<file path="src/rtl/count_hex_uart_tx_if.sv">
// Count stream carried from the counting stage into the UART hex printer.
//   in_data  : stream word
//   in_valid : word present this cycle (no backpressure exists)
//   in_last  : word closes its frame
// master drives the stream, slave (count_hex_uart_tx) consumes it.
interface count_hex_uart_tx_if #(
    parameter int DATA_WIDTH = 4
);
    logic [DATA_WIDTH-1:0] in_data;
    logic                  in_valid;
    logic                  in_last;

    modport master (output in_data, output in_valid, output in_last);
    modport slave  (input  in_data, input  in_valid, input  in_last);
endinterface

</file>
<file path="src/rtl/count_hex_uart_tx.sv">
// Prints the counter's {data, valid, last} stream on a UART TX pin as
// uppercase ASCII hex. Words inside a frame are separated by a space, and a
// frame ends with CR LF. Words are buffered in a small FIFO. Words that
// arrive while the FIFO is full are dropped, and the drop is flagged
// through a sticky overflow flag.
//   clk        : system clock
//   rst        : asynchronous active-high reset
//   s_in       : count stream (slave modport)
//   tx         : UART line, idle high, 8N1, CLKS_PER_BIT cycles per bit
//   busy       : FIFO non-empty or formatter not idle
//   overflow   : sticky, at least one word dropped since reset
//   frame_done : one-cycle pulse on the last cycle of the LF stop bit
module count_hex_uart_tx #(
    parameter int DATA_WIDTH   = 4,
    parameter int CLKS_PER_BIT = 104,
    parameter int FIFO_AW      = 3
) (
    input  logic              clk,
    input  logic              rst,
    count_hex_uart_tx_if.slave s_in,
    output logic              tx,
    output logic              busy,
    output logic              overflow,
    output logic              frame_done
);

    localparam int DIGITS = DATA_WIDTH / 4;
    localparam int DEPTH  = 2 ** FIFO_AW;
    localparam int BAUD_W = (CLKS_PER_BIT > 1) ? $clog2(CLKS_PER_BIT) : 1;

    localparam logic [BAUD_W-1:0]  BAUD_LAST   = BAUD_W'(CLKS_PER_BIT - 1);
    localparam logic [BAUD_W-1:0]  BAUD_PENULT = BAUD_W'(CLKS_PER_BIT - 2);
    localparam logic [FIFO_AW:0]   FIFO_FULL   = (FIFO_AW + 1)'(DEPTH);
    localparam logic [1:0]         TOP_IDX     = 2'(DIGITS - 1);

    typedef enum logic [2:0] {
        IDLE,
        DIGIT,
        SEP,
        CR,
        LF
    } state_t;

    // ------------------------------------------------------------------
    // FIFO of {last, data}
    // ------------------------------------------------------------------
    logic [DATA_WIDTH:0]   mem [DEPTH];
    logic [FIFO_AW-1:0]    wr_ptr;
    logic [FIFO_AW-1:0]    rd_ptr;
    logic [FIFO_AW:0]      count;
    logic                  fifo_empty;
    logic                  fifo_full;
    logic                  push;
    logic                  pop;
    logic [DATA_WIDTH-1:0] rd_data;
    logic                  rd_last;

    // ------------------------------------------------------------------
    // Formatter / transmitter state
    // ------------------------------------------------------------------
    state_t                state;
    state_t                nxt_state;
    logic                  sending;
    logic [BAUD_W-1:0]     baud_cnt;
    logic [3:0]            bit_cnt;
    logic [7:0]            shreg;
    logic [DATA_WIDTH-1:0] hold_data;
    logic                  hold_last;
    logic [1:0]            digit_idx;
    logic [1:0]            nxt_idx;
    logic [7:0]            cur_char;
    logic [7:0]            nxt_char;
    logic                  bit_end;
    logic                  char_end;

    function automatic logic [7:0] char_for(input state_t st,
                                            input logic [1:0] idx,
                                            input logic [DATA_WIDTH-1:0] d);
        logic [3:0] nib;
        logic [7:0] c;
        nib = '0;
        for (int unsigned i = 0; i < DIGITS; i++) begin
            if (idx == 2'(i)) begin
                nib = d[4*i +: 4];
            end
        end
        case (st)
            DIGIT:   c = (nib < 4'd10) ? (8'h30 + {4'h0, nib}) : (8'h37 + {4'h0, nib});
            SEP:     c = 8'h20;
            CR:      c = 8'h0D;
            LF:      c = 8'h0A;
            default: c = 8'hFF;
        endcase
        return c;
    endfunction

    assign fifo_empty = (count == '0);
    assign fifo_full  = (count == FIFO_FULL);
    assign {rd_last, rd_data} = mem[rd_ptr];

    assign bit_end  = sending && (baud_cnt == BAUD_LAST);
    assign char_end = bit_end && (bit_cnt == 4'd9);

    // A word is popped from IDLE, or directly at the end of a SEP/LF stop bit
    // so that consecutive words cost only one extra load cycle.
    assign pop  = !fifo_empty &&
                  ((state == IDLE) || (char_end && ((state == SEP) || (state == LF))));
    assign push = s_in.in_valid && (!fifo_full || pop);

    assign busy = !fifo_empty || (state != IDLE);

    always_ff @(posedge clk) begin
        if (push) begin
            mem[wr_ptr] <= {s_in.in_last, s_in.in_data};
        end
    end

    always_ff @(posedge clk or posedge rst) begin
        if (rst) begin
            wr_ptr   <= '0;
            rd_ptr   <= '0;
            count    <= '0;
            overflow <= 1'b0;
        end else begin
            if (push) begin
                wr_ptr <= wr_ptr + 1'b1;
            end
            if (pop) begin
                rd_ptr <= rd_ptr + 1'b1;
            end
            case ({push, pop})
                2'b10:   count <= count + 1'b1;
                2'b01:   count <= count - 1'b1;
                default: count <= count;
            endcase
            if (s_in.in_valid && !push) begin
                overflow <= 1'b1;
            end
        end
    end

    // Next character in the chain, used to start it on the same edge the
    // current stop bit ends (no idle gap between characters).
    always_comb begin
        nxt_state = state;
        nxt_idx   = digit_idx;
        case (state)
            DIGIT: begin
                if (digit_idx != '0) begin
                    nxt_idx = digit_idx - 2'd1;
                end else begin
                    nxt_state = hold_last ? CR : SEP;
                end
            end
            CR:      nxt_state = LF;
            default: nxt_state = IDLE;
        endcase
    end

    assign cur_char = char_for(state, digit_idx, hold_data);
    assign nxt_char = char_for(nxt_state, nxt_idx, hold_data);

    always_ff @(posedge clk or posedge rst) begin
        if (rst) begin
            state      <= IDLE;
            sending    <= 1'b0;
            baud_cnt   <= '0;
            bit_cnt    <= '0;
            shreg      <= '0;
            hold_data  <= '0;
            hold_last  <= 1'b0;
            digit_idx  <= '0;
            tx         <= 1'b1;
            frame_done <= 1'b0;
        end else begin
            frame_done <= (state == LF) && sending && (bit_cnt == 4'd9) &&
                          (baud_cnt == BAUD_PENULT);

            if (state == IDLE) begin
                if (pop) begin
                    hold_data <= rd_data;
                    hold_last <= rd_last;
                    digit_idx <= TOP_IDX;
                    state     <= DIGIT;
                end
            end else if (!sending) begin
                // First character after a pop: start bit.
                sending  <= 1'b1;
                tx       <= 1'b0;
                shreg    <= cur_char;
                baud_cnt <= '0;
                bit_cnt  <= '0;
            end else if (bit_end) begin
                baud_cnt <= '0;
                if (bit_cnt <= 4'd7) begin
                    tx      <= shreg[0];
                    shreg   <= {1'b0, shreg[7:1]};
                    bit_cnt <= bit_cnt + 4'd1;
                end else if (bit_cnt == 4'd8) begin
                    tx      <= 1'b1;
                    bit_cnt <= 4'd9;
                end else if ((state == SEP) || (state == LF)) begin
                    sending <= 1'b0;
                    if (pop) begin
                        hold_data <= rd_data;
                        hold_last <= rd_last;
                        digit_idx <= TOP_IDX;
                        state     <= DIGIT;
                    end else begin
                        state <= IDLE;
                    end
                end else begin
                    state     <= nxt_state;
                    digit_idx <= nxt_idx;
                    tx        <= 1'b0;
                    shreg     <= nxt_char;
                    bit_cnt   <= '0;
                end
            end else begin
                baud_cnt <= baud_cnt + 1'b1;
            end
        end
    end

endmodule
</file>
<file path="src/flat_wrapper.sv">
// flat-port wrapper written by rule: the top's interface ports become plain ports
module count_hex_uart_tx_flat 
#(
    parameter int DATA_WIDTH   = 4,
    parameter int CLKS_PER_BIT = 104,
    parameter int FIFO_AW      = 3
)
  (clk, rst, tx, busy, overflow, frame_done, s_in_in_data, s_in_in_valid, s_in_in_last);
  count_hex_uart_tx_if #(.DATA_WIDTH(DATA_WIDTH)) s_in_i ();
  input  logic clk;
  input  logic rst;
  output logic tx;
  output logic busy;
  output logic overflow;
  output logic frame_done;
  input wire logic [$bits(s_in_i.in_data)-1:0] s_in_in_data;
  input wire logic [$bits(s_in_i.in_valid)-1:0] s_in_in_valid;
  input wire logic [$bits(s_in_i.in_last)-1:0] s_in_in_last;
  assign s_in_i.in_data = s_in_in_data;
  assign s_in_i.in_valid = s_in_in_valid;
  assign s_in_i.in_last = s_in_in_last;
  count_hex_uart_tx #(.DATA_WIDTH(DATA_WIDTH), .CLKS_PER_BIT(CLKS_PER_BIT), .FIFO_AW(FIFO_AW)) u_core (.clk(clk), .rst(rst), .s_in(s_in_i), .tx(tx), .busy(busy), .overflow(overflow), .frame_done(frame_done));
endmodule
</file>
<file path="config.mk">
export PLATFORM = sky130hd
export DESIGN_NAME = count_hex_uart_tx_flat
export DESIGN_NICKNAME = d
export VERILOG_FILES = /design/src/rtl/count_hex_uart_tx_if.sv /design/src/rtl/count_hex_uart_tx.sv /design/src/flat_wrapper.sv
export SDC_FILE = /design/constraint.sdc
export NUM_CORES = 1
export LEC_CHECK = 0
export CAP_MARGIN = 25
export CORE_ASPECT_RATIO = 0.75
export CORE_UTILIZATION = 55
export CTS_CLUSTER_DIAMETER = 120
export DETAILED_ROUTE_END_ITERATION = 10
export DONT_BUFFER_PORTS = 1
export PLACE_DENSITY = 0.73
export SKIP_LAST_GASP = 1
export SLEW_MARGIN = 20
export SYNTH_ARGS = -nofsm -noshare
export SYNTH_HDL_FRONTEND = slang
export SYNTH_SLANG_ARGS = --single-unit
</file>
<file path="constraint.sdc">
create_clock -name clk -period 2.7 [get_ports clk]
set_input_delay 0.405 -clock clk [delete_from_list [all_inputs] [get_ports clk]]
set_output_delay 0.405 -clock clk [all_outputs]
set_load 0.01 [all_outputs]
</file>
---- Yosys cells after proc, flatten, opt, wreduce, memory -nomap -nowiden ----
Memories as Yosys holds them, arrays and structs flattened.
Cells that the tools add are included.
storage, ports and cells
  register bits after elaboration ......... 43
  memory bits (writable) .................. 40
  bits of input ports ..................... 8
  memories ................................ 1
operators by class
  add/sub/neg operators ................... 11
  $lt $le $gt $ge ......................... 3
  equality and inequality tests ........... 22
  multiplexer cells ....................... 65
  bitwise logic cells ..................... 1
  reductions and logical operators ........ 31
memories
  name        depth  bits a word  rd ports  clocked after memory_dff  wr ports  line                     text
  u_core.mem  8      5            1         0                         1         count_hex_uart_tx.sv:47  logic [DATA_WIDTH:0] mem [DEPTH];
operators with widths
  operator                                               count
  one-hot mux 8 bit (4 select lines)                     2
  two-way mux 4 bit                                      14
  two-way mux 8 bit                                      7
  adder 6 x 4 -> 7 bit, first input constant             4
  two-way mux 3 bit                                      8
  two-way mux 1 bit                                      21
  two-way mux 2 bit                                      9
  == test 7 bit, second input constant                   2
  two-way mux 7 bit                                      2
  == test 3 x 2 -> 1 bit, second input constant          4
  == test 4 bit, second input constant                   3
  AND reduction 5 bit                                    2
  nonzero test 2 bit                                     5
  logical AND 1 bit                                      9
  adder 4 x 1 -> 4 bit, second input constant            2
  less-than comparator 4 bit, second input constant      2
  one-hot mux 4 bit (2 select lines)                     1
  AND reduction 4 bit                                    2
  adder 7 x 1 -> 7 bit, second input constant            1
  adder 3 x 1 -> 3 bit, second input constant            2
  == test 3 x 1 -> 1 bit, second input constant          2
  == test 3 bit, second input constant                   2
  inequality test 2 x 1 -> 1 bit, second input constant  3
  inequality test 3 bit, second input constant           2
  16 further kinds                                       22

---- Depth between registers and ports, before layout ----
  depth in word-level cells ............... 13
  gate-level depth with buffers ........... 13
  depth with buffers taken out ............ 13

---- Least setup slack after synthesis ----
Ideal clock, no wire load.
  path kind ............................... register to register
  from .................................... register u_core.bit_cnt[1]
  to ...................................... register u_core.count[3]
  setup time .............................. 0.080 ns
  arrival time ............................ 2.870 ns
  data required time ...................... 2.620 ns
  setup slack ............................. -0.250 ns
  cell stages (with the launch flop) ...... 14
  path buffers ............................ 0
  period minus slack after synthesis ...... 2.950 ns
  cell sequence ........................... dfrtp_1 > inv_1 > ha_1 > nand4b_4 > or4_4 > a21oi_2 > nand2b_1 > inv_1 > ha_1 > a21o_1 > a21o_1 > a21o_1 > o32a_1 > o211ai_2
on the way
  cells in the longest elaborated chain, start to end .. 9
  elaborated cells between the ends (all ways) .. 11
RTL lines
  element                                                                   line                      text
  from (decl)                                                               count_hex_uart_tx.sv:65   logic [3:0] bit_cnt;
  from (signal assigned)                                                    count_hex_uart_tx.sv:198  bit_cnt <= bit_cnt + 4'd1;
  == test 4 bit *                                                           count_hex_uart_tx.sv:102  assign char_end = bit_end && (bit_cnt == 4'd9);
  logical AND 1 bit *                                                       count_hex_uart_tx.sv:102
  logical AND 1 bit *                                                       count_hex_uart_tx.sv:107  ((state == IDLE) || (char_end && ((state == SEP) || (state == LF))));
  logical OR 1 bit *                                                        count_hex_uart_tx.sv:107
  logical AND 1 bit *                                                       count_hex_uart_tx.sv:106  assign pop = !fifo_empty &&
  logical OR 1 bit                                                          count_hex_uart_tx.sv:108  assign push = s_in.in_valid && (!fifo_full || pop);
  logical AND 1 bit                                                         count_hex_uart_tx.sv:108
  == test 2 x 1 -> 1 bit or == test 2 bit (tied branches)                   count_hex_uart_tx.sv:131  case ({push, pop})
  one-hot mux 4 bit (2 select lines) or nonzero test 2 bit (tied branches)  -
  to (signal assigned)                                                      count_hex_uart_tx.sv:132  2'b10: count <= count + 1'b1;
  to (signal assigned)                                                      count_hex_uart_tx.sv:133  2'b01: count <= count - 1'b1;
  to (signal assigned)                                                      count_hex_uart_tx.sv:134  default: count <= count;
  to (decl)                                                                 count_hex_uart_tx.sv:50   logic [FIFO_AW:0] count;
Every way passes the cells marked *; elsewhere a longest branch is shown, timed or not.
A chain may end at the register's enable or synchronous reset.

---- Final worst setup path ----
Ends and elaborated chain as after synthesis.

==> results.md <==
- The cell count after synthesis is ~370.
- The final count of hold timing violations is 0.
- The checks that failed: setup timing.
- The root buffer cell chosen for the clock tree is clkbuf_8.
- The number of buffers between clock root and the deepest sink is 2.
- Along the worst path, the maximum fanout reaches 2.
- Before antenna repair, the detailed router went through 5 iterations.
- For this configuration, the core starts out at a cell density of between 50% and 60%.
- The number of flops mapped to enable cells by yosys is 40.
- The clock input transition at the sequential cells of the worst setup and hold paths is 90 ps.
- The slew of the pin with the lowest slew margin is 872 ps.
- The area share of the largest cell type after synthesis is 27.9%.
- In this run the core area contains 27 standard-cell rows.
- The element type at the critical path start is a flop.
- For this run, design rule violations remaining after detail routing come to 0.
- Counting instances in the post-synthesis netlist gives the leading cell types as dfrtp_1, edfxtp_1, nor2_1.
- Counting flops and latches in the post-synthesis netlist gives 83.
- The top achievable clock speed is roughly 0.36 GHz.
- In this run the tool buffered the top-level ports with 0 buffer cells.
- The post-synthesis to final-layout area growth is 14.4%.
- The smallest clock period supported by the final layout is computed as around 2800 ps.
- The endpoint of the worst-slack reg-to-reg timing path is u_core.count[3].
- The wire length of the first global-routing pass is 14.5 mm.
- The worst slack after detailed placement is -74.5 ps.
- Setup violations remaining at the end of the flow were counted as 1.
- Sequential cells were found to cover 52.9% of the synthesized design area.
- Dividing total power by cell area gives a power density of 865 nW/um2.
- The required time of the worst setup path is 2980 ps.
- Max-cap violations in this run came to 0.
- In the final routed layout, each cell accounts on average for roughly 17 um.
- The detailed router finished its first iteration with 206 violations.
- The distinct cell type count of the synthesized netlist is 62.
- TritonCTS built the clock tree.
- The number of hold buffers added after CTS was 0.
- The final net count is between 400 and 500.
- The leakage power is approximately 1.9 nW.
- The clock drives 83 sinks.
- The horizontal extent of the die is 104 um.
- The wire-length estimate of the detail-placed layout is 6.43 mm.
- The overall routed net length is 8.80 mm.
- The global-route congestion overflow total is 0.
- In this run the vertical extent of the chip is roughly 79 um.
- Sorting the synthesized cells by area gives the leading types as edfxtp_1, dfrtp_1, mux4_2.
- The total non-filler cell area in the finished layout is 4930 um2.
- The detail route stage leaves a number of antenna-violating nets equal to 0.
- The post-synthesis area per instance is 11.6 um2.
- Yosys printed 0 warnings.
- The last weighted congestion value of the routability-driven placer is 0.871.
- The worst relative slew slack is 41.5%.
- The cell taking the most area after synthesis is edfxtp_1.
- The final critical path takes up 104% of the cycle.
- Synthesis produced a netlist with a net count of 393.
- The critical path startpoint is u_core.bit_cnt[1].
- The post-synthesis instance area is 4310 um2.
- For this run, asynchronously set or reset flops after synthesis account for 51.8%.
- The pin count of the biggest net entering global routing is 25.
- Detailed routing inserted a total of 3,051 vias.
- STA puts the critical path data arrival time at 3080 ps.
- Clock latency on the worst-skew pair, taken at its later pin, is 350 ps.
- The maximum clock skew at final layout is 13.9 ps.
- The H-tree generated during clock tree synthesis spans 3 levels.
- The number of inserted diodes is 0.
- By instance count, the leading cell after synthesis is dfrtp_1.
- Buffers inserted during clock tree synthesis total 9.
- Counting cells, the worst reg-to-reg path comes to 13.
- The worst reg2reg path startpoint is u_core.bit_cnt[1].
- The area of the placeable core is approximately 7500 um2.
- The type of the tightest min-delay check is primary input to async pin.
- The flow ran to the end, but the final reports show violations.
- The worst register-to-register path has a setup slack of -110 ps.
- The worst setup slack after layout is -105 ps.
- The initial antenna violation count was 0.
- In the final layout, the share of cells above drive strength 1 is 23.8%.
- Among all flip-flop cells after synthesis, the most frequent one is dfrtp_1.
- The path type of the worst setup path is flop to flop.
- In this run the count of I/O pins placed on the die edge is 12.
- The max-slew violation total from the final report was 0.
- After detailed placement, the total cell area comes to 4650 um2.
- The die covers 8200 um2.
- The aggregate global-route resource usage is 23.1%.
- Using the TritonRoute via totals, the vias-per-cell ratio works out to a little under 6.
- Setup repair after global routing could not meet its margin everywhere.
- The worst setup path is captured at a flop.
- IR analysis of the VDD net gives a maximum drop of between 0.5 and 0.6 mV.
- The via count of the first global-routing pass came to 2,937.
[where the power goes]
part / internal, mW / switching, mW / leakage [nW]
combinational: 0.723 / 0.627 / 0.923
sequential: 1.61 / 0.286 / 0.886
clock: 0.538 / 0.477 / 0.116
total: 2.87 / 1.39 / 1.92
[worst max-delay path by stage]
stage | endpoint | slack, ps | cells after the start
after global placement | u_core.count[3] | 20 | 12
after detailed placement | u_core.count[3] | -70 | 12
after global routing | u_core.count[3] | -190 | 13
after CTS | u_core.count[3] | -70 | 13
after floorplan | u_core.count[3] | -130 | 11
final | u_core.count[3] | -110 | 13
[stage by stage]
| step | TNS [ps] | instances | power (mW) | hold WS, ps | util, % |
|---|---|---|---|---|---|
| finish | -105 | 512 | 4.26 | 6.23 | 66.0 |
| global route | -590 | 512 | 4.51 | 53.6 | 66.0 |
| CTS | -67.9 | 510 | 4.26 | 9.88 | 65.6 |
| detailed placement | -74.5 | 491 | 3.23 | 392 | 62.3 |
| global placement | 0 | 491 | 3.16 | 383 | 62.3 |
| floorplan | -133 | 373 | 2.82 | 452 | - |
[routing by layer]
metal / up-vias / global-route usage (%) / routed length [um]
met4: 0 / 7.14 / 104
met3: 12 / 4.15 / 504
met2: 94 / 34.6 / 3850
met1: 1486 / 34.5 / 4340
li1: 1459 / - / -
met5: - / 0 / 0
[cell type report]
class,count,area [um2]
fill,564,2540
sequential,83,2280
multi-input combinational,251,1900
timing repair buffer,45,338
tap,101,126
clock buffer,9,124
clock inverter,7,104
inverter,16,60.1
[state kept, by name, indices dropped and copies added, names as in the netlist, 2 cells and up]
name	count
u_core.baud_cnt	7
u_core.bit_cnt	4
u_core.count	4
u_core.digit_idx	2
u_core.hold_data	4
u_core.mem	40
u_core.rd_ptr	3
u_core.shreg	8
u_core.state	3
u_core.wr_ptr	3
[kinds of logic after synthesis]
group	Yosys count	share of synthesized area (%)
compound gates	76	12.0
xor+xnor	11	2.24
fa+ha+maj	12	3.66
buf+inv	39	3.66
flops	83	52.9
mux	29	10.1
simple gates	123	15.5
[layout by cell type (no fill, tap or decap), types with 8 or more instances in the layout]
cell / count
nand3_1: 8
dfrtp_1: 42
xor2_1: 8
clkbuf_8: 9
buf_4: 45
o21ai_0: 22
mux4_2: 10
edfxtp_1: 40
inv_1: 13
nand2_1: 25
nor3_1: 10
nor2_1: 35
ha_1: 10
mux2_2: 12
a21oi_1: 9
[worst max-delay path, stage by stage, from the launching register on]
cell,delay (ps)
dfrtp_1,390
inv_2,80
ha_4,140
nand4b_4,90
or4_4,540
a21oi_4,140
nand2b_1,90
inv_2,70
ha_1,230
a21o_1,180
a21o_1,190
a21o_1,170
o32a_1,300
o211ai_2,130
[what timing repair did]
item,CTS,global route
endpoints found under the setup margin,1,2
gates resized for setup,1,4
cloned,0,0
pin swaps,0,2
setup buffers,3,2
(Power assumes the default switching activity.)
